$ cat config.mk
export PLATFORM = sky130hd
export DESIGN_NAME = booth_mult_seq
export DESIGN_NICKNAME = d
export VERILOG_FILES = /design/src/rtl/booth_mult_seq.sv
export SDC_FILE = /design/constraint.sdc
export NUM_CORES = 1
export LEC_CHECK = 0
export CAP_MARGIN = 0
export CELL_PAD_IN_SITES_DETAIL_PLACEMENT = 2
export CELL_PAD_IN_SITES_GLOBAL_PLACEMENT = 2
export CORE_ASPECT_RATIO = 0.5
export CORE_MARGIN = 2
export CORE_UTILIZATION = 27
export DETAILED_ROUTE_END_ITERATION = 8
export GPL_ROUTABILITY_DRIVEN = 0
export PLACE_DENSITY_LB_ADDON = 0.1
export RECOVER_POWER = 100
export SYNTH_ARGS = -nofsm -noshare
export SYNTH_HDL_FRONTEND = slang
export SYNTH_SLANG_ARGS = --single-unit
$ cat constraint.sdc
create_clock -name clock -period 7 [get_ports clock]
set_input_delay 2.1 -clock clock [delete_from_list [all_inputs] [get_ports clock]]
set_output_delay 2.1 -clock clock [all_outputs]
set_load 0.01 [all_outputs]
$ cat src/rtl/booth_mult_seq.sv
// Sequential radix-2 Booth multiplier: signed WIDTH x WIDTH -> 2*WIDTH, one Booth step per clock.
// Optional macro BOOTH_EARLY_ZERO_EN: a zero operand skips the iterations and completes in one cycle.
module booth_mult_seq #(
  parameter int WIDTH = 32
) (
  input  logic             clock,
  input  logic             reset,
  input  logic             ctrl_mult,
  input  logic [WIDTH-1:0] data_operandA,
  input  logic [WIDTH-1:0] data_operandB,
  output logic [WIDTH-1:0] data_result,
  output logic             data_resultRDY,
  output logic [WIDTH:0]   prod_hi33,
  output logic [WIDTH-1:0] prod_lo32,
  output logic             is_a_zero,
  output logic             busy,
  output logic [1:0]       dbg_state
);

  // Handshake: ctrl_mult is a single-cycle request that is always accepted (it aborts any
  // op in flight); data_resultRDY is a single-cycle valid with no back-pressure, and the
  // result outputs hold their value afterwards until the next ctrl_mult.

  localparam int CW = $clog2(WIDTH) + 1;

  typedef enum logic [1:0] {
    IDLE = 2'd0,
    RUN  = 2'd1,
    DONE = 2'd2
  } state_t;

  state_t              state, state_nx;
  logic [2*WIDTH:0]    p;
  logic [2*WIDTH:0]    p_step;
  logic [2*WIDTH:0]    p_load;
  logic [WIDTH-1:0]    mcand;
  logic [CW-1:0]       cnt;
  logic [WIDTH:0]      hi_ext;
  logic [WIDTH:0]      mc_ext;
  logic [WIDTH:0]      sum;
  logic                early_zero;

`ifdef BOOTH_EARLY_ZERO_EN
  assign early_zero = (data_operandA == '0) || (data_operandB == '0);
`else
  assign early_zero = 1'b0;
`endif

  assign p_load = early_zero ? '0 : {{WIDTH{1'b0}}, data_operandB, 1'b0};

  always_comb begin
    state_nx = state;
    case (state)
      IDLE:    state_nx = IDLE;
      RUN:     if (cnt == CW'(WIDTH - 1)) state_nx = DONE;
      DONE:    state_nx = IDLE;
      default: state_nx = IDLE;
    endcase
    if (ctrl_mult) state_nx = early_zero ? DONE : RUN;
  end

  // Add/sub one bit wider than the high half so that mcand = -2^(WIDTH-1) keeps its sign;
  // the extra bit is absorbed by the arithmetic shift.
  always_comb begin
    hi_ext = {p[2*WIDTH], p[2*WIDTH:WIDTH+1]};
    mc_ext = {mcand[WIDTH-1], mcand};
    case (p[1:0])
      2'b01:   sum = hi_ext + mc_ext;
      2'b10:   sum = hi_ext - mc_ext;
      default: sum = hi_ext;
    endcase
    p_step = {sum, p[WIDTH:1]};
  end

  always_ff @(posedge clock) begin
    if (reset) begin
      state     <= IDLE;
      p         <= '0;
      mcand     <= '0;
      cnt       <= '0;
      is_a_zero <= 1'b0;
    end else begin
      state <= state_nx;
      if (ctrl_mult) begin
        mcand     <= data_operandA;
        p         <= p_load;
        cnt       <= '0;
        is_a_zero <= (data_operandA == '0);
      end else if (state == RUN) begin
        p   <= p_step;
        cnt <= cnt + CW'(1);
      end
    end
  end

  // Product is P[2W:1]; the high slice overlaps the low word by one bit for the overflow check.
  assign data_result    = p[WIDTH:1];
  assign prod_lo32      = p[WIDTH:1];
  assign prod_hi33      = p[2*WIDTH:WIDTH];
  assign data_resultRDY = (state == DONE);
  assign busy           = (state == RUN);
  assign dbg_state      = state;

endmodule

-- Word level (Yosys, flattened, before mapping)
Cells that the tools add are included.
- multiplexer cells: 6
- add/subtract/negate cells: 3
- reductions and logical operators: 6
- bitwise operators: 1
- eq/ne operators: 6
- operator list (kind ; count):
    $mux W33 ; 2
    $pmux W33 S2 ; 1
    $add A32 B32 Y33 ; 1
    $sub A32 B32 Y33 ; 1
    $logic_not A32 Y1 ; 1
    $add A6 B1 Y6 const B ; 1
    $eq A6 B5 Y1 const B ; 1
    $eq A2 B1 Y1 const B ; 2
    $eq A2 B2 Y1 const B ; 2
    $reduce_bool A2 Y1 ; 2
    $mux W1 ; 3
    $ne A3 B2 Y1 const B ; 1
    $reduce_or A3 Y1 ; 1
    $reduce_and A2 Y1 ; 1
    $reduce_or A2 Y1 ; 1
    $not A1 Y1 ; 1
- bits of input ports: 67
- register bits after elaboration: 106
- output and inout port bits: 102

-- Longest topological paths before layout
- depth in word-level cells: 4
- depth in mapped cells: 16

-- Worst setup path before layout
OpenSTA, ideal clock, no wires.
- kind: register to register
- start: register mcand[2]
- end: register p[64]
- data required time: 6886 ps
- path buffers: 1
- setup time: 114 ps
- setup slack: 3078 ps
- arrival: 3808 ps
- cell stages (with the launch flop): 17
- path through: dfxtp_1 or3_1 or4_1 nor2b_1 and2_1 a21oi_1 xnor2_1 ha_1 buf_6 a21o_1 a21o_1 a22o_1 or4_4 o21ai_4 mux2i_1 a211o_1 nand2_1
- word-level cells in the longest chain between the ends: 2
- elaborated cells between the ends (all ways): 3
- classes of those cells: add/sub (2); mux (1)
- ends and longest elaborated chain (what ; RTL line ; source):
    start, declared ; 36 ; logic [WIDTH-1:0] mcand;
    start signal, assigned ; 85 ; mcand <= data_operandA;
    $sub A32 B32 Y33 or $add A32 B32 Y33 (tied branches) ; 69, 68 ;
    $pmux W33 S2 * ; 67 ; case (p[1:0])
    end signal, assigned ; 86 ; p <= p_load;
    end signal, assigned ; 90 ; p <= p_step;
    end, declared ; 33 ; logic [2*WIDTH:0] p;
Every way passes the cells marked *; elsewhere a longest branch is shown, timed or not.
A chain may end at the register's enable or synchronous reset.

-- Worst setup path after layout
- start: input reset
- end: register p[63]
- word-level cells in the longest chain between the ends: 1
- ends and longest elaborated chain (what ; RTL line ; source):
    start, declared ; 7 ; input logic reset,
    $reduce_or A2 Y1 (no line) ; n/a ;
Every way passes these cells.

==> flow_metrics.tcl <==
set metrics [dict create \
    clockBufferDepth 2 \
    vdd_drop_max_uv 119 \
    drt_iter0_drc 280 \
    path_cells "buf_2 -> clkbuf_1 -> or2_1 -> buf_4 -> nor2_1 -> and4_1 -> or3_1" \
    clock_sinks 106 \
    start_kind "input port" \
    endpoint_kind "flip-flop" \
    grt_max_degree 68 \
    cts_resized 0 \
    die_w_um 241 \
    hold_path_depth 2 \
    maxCapViolations 1 \
    portBuffers 168 \
    grt_pass1_wl_um 43200 \
    start_util 0.274 \
    crit_type "in2reg" \
    cp_slowest_cell "clkbuf_1" \
    dp_hpwl_um 21000 \
    avgSynthCellArea_um2 7.47 \
    status "finished, violations left" \
    placementRows 43 \
    clk_pin_slew_ns 0.08 \
    hold_viol 0 \
    netlist_area_mm2 0.00760 \
    max_stage_delay_ns 2.26 \
    power.total_uw 1690 \
    drtAntennaViolNets 0 \
    antenna_found_initial 0 \
    cts_buffers 9 \
    grt.total_usage 0.189 \
    setup_tns_ns 0 \
    fin_crit_sh 0.788 \
    cts_root_buffer "clkbuf_16" \
    setup_violations 0 \
    design.core.area_mm2 0.0277 \
    cp_num_cells 7 \
    die-area_mm2 0.0296 \
    synth_edf_count 0 \
    ys_types 63 \
    ys_seq_area_frac 0.279 \
    drt_wl_total_um 27700 \
    postCtsSetupBuffers 0 \
    final_common_cell "a21oi_1" \
    place_ws_ns 2.26 \
    grt_pass1_vias 7456 \
    slew_headroom -1.14 \
    tritoncts "built" \
    drt-pass1-iter-count 4 \
    vias 7200 \
    r2r_cells 12 \
    syn_to_final_growth_pct 20.1 \
    required_ns 7.26 \
    post_route_cells_drive_above_1_share 0.0294 \
    clock.fmax_ghz 0.181 \
    synth_seq_cells 106 \
    nets 1154 \
    hold_class "reg2reg" \
    final_cell_mix "a21oi_1 (145), nor2_1 (127), nand2_1 (115)" \
    drc 0 \
    ctsHoldBuffers 0 \
    violations "max-capacitance violations, max-slew violations" \
    synth_ff_type "dfxtp_1" \
    min_period_ns 5.52 \
    worstMarginPinSlew_ns 3.21 \
    rsz0062_at_grt "false" \
    htreeDepth 3 \
    die_h_um 123 \
    cp_num_buf_inv 3 \
    overflow 0 \
    skew_ns 0.0101 \
    antenna_cells 0 \
    worst_slack_ns 1.48 \
    insertion_delay_ns 0.38 \
    syn_nets 1121 \
    pin_count 169 \
    leakagePower_uw 0.00372 \
    worstPathArrival_ns 5.78 \
    wl_per_cell_um 19.3 \
    critPathTopFamily "buffers and inverters" \
    crit_fanout 67 \
    vias_per_cell 5.01 \
    yosysWarnings 0 \
    synth-async-reset-ratio 0 \
    powerDensity_mw_per_mm2 185 \
    syn_inst 1018 \
    slew_violations 68 \
]
[Yosys cell counts, drive strengths merged, types with 3 or more instances]
master | n | area [µm²]
mux2i | 37 | 370
xor2 | 12 | 105
nor4 | 14 | 87.6
a21o | 16 | 121
o21bai | 9 | 67.6
o31a | 3 | 28.8
a31oi | 5 | 31.3
clkbuf | 42 | 158
xnor2 | 43 | 377
nor2b | 6 | 37.5
o311ai | 3 | 26.3
o211ai | 7 | 52.6
nand3b | 3 | 22.5
a211oi | 10 | 75.1
o21ai | 38 | 201
or4 | 4 | 33.8
dfxtp | 106 | 2120
o22ai | 6 | 37.5
a21oi | 145 | 726
buf | 112 | 800
or3 | 5 | 31.3
nand2b | 3 | 18.8
o211a | 4 | 40.0
ha | 35 | 438
and4 | 3 | 26.3
inv | 19 | 71.3
o21a | 5 | 37.5
o31ai | 3 | 22.5
nor3b | 3 | 27.5
nor2 | 127 | 477
nand4 | 14 | 87.6
nand2 | 115 | 432
and3 | 15 | 93.8
nor3 | 19 | 95.1
nand3 | 4 | 20.0
[worst paths after layout]
check	from	end	slack, ns
max	reset	p[63]	1.48
max reg2reg	p[1]	p[64]	1.86
min	p[0]	p[0]	0.47
min reg2reg	p[0]	p[0]	0.47
[power by group]
part	total, µW	internal [µW]	switching (µW)
Combinational	483	205	278
Sequential	665	631	34.6
Clock	542	283	259
Total	1690	1120	571
[routing by layer]
| metal | global-route usage | share of wire | up-vias |
|---|---|---|---|
| met5 | 0 | 0 | - |
| met4 | 0.0324 | 0.0093 | 0 |
| met3 | 0.0367 | 0.037 | 17 |
| met2 | 0.321 | 0.47 | 98 |
| met1 | 0.253 | 0.48 | 3567 |
| li1 | - | - | 3518 |
[logic make-up after synthesis]
group / synth area share
flip-flops: 0.279
AO/OA/AOI/OAI: 0.209
XOR/XNOR: 0.0633
buffers and inverters: 0.137
multiplexers: 0.0487
adder cells (fa/ha/maj): 0.0602
AND/OR/NAND/NOR: 0.203
[flip-flops by register name (all words and copies together), names as in the netlist]
register,cells
cnt,6
dbg_state,2
is_a_zero,1
mcand,32
p,65
[worst reg2reg max path, delay by kind of cell, from the launching register on]
family / cells / cell delay [ns]
AND/OR/NAND/NOR: 3 / 0.79
buffers and inverters: 1 / 0.64
AO/OA/AOI/OAI: 4 / 1.67
multiplexers: 2 / 0.51
adder cells (fa/ha/maj): 2 / 1.08
flip-flops: 1 / 0.41
[per-stage QoR]
| step | utilization | area, µm² | cells | hold slack [ns] |
|---|---|---|---|---|
| 3_5_place_dp | 0.320 | 8860 | 1422 | 0.456 |
| 4_1_cts | 0.331 | 9160 | 1438 | 0.467 |
| 6_report | 0.330 | 9130 | 1438 | 0.469 |
| 5_1_grt | 0.330 | 9130 | 1438 | 0.509 |
| 2_1_floorplan | - | 7600 | 1018 | 0.436 |
| 3_3_place_gp | 0.320 | 8860 | 1422 | 0.447 |
[area by class of cell]
| type | count | area (µm²) |
|---|---|---|
| multi-input combinational | 738 | 4430 |
| clock inverter | 2 | 16.3 |
| clock buffer | 14 | 284 |
| fill | 3219 | 18600 |
| inverter | 19 | 71.3 |
| tap | 382 | 478 |
| timing repair buffer | 177 | 1730 |
| sequential | 106 | 2120 |
Power figures use the tool's default switching activity.
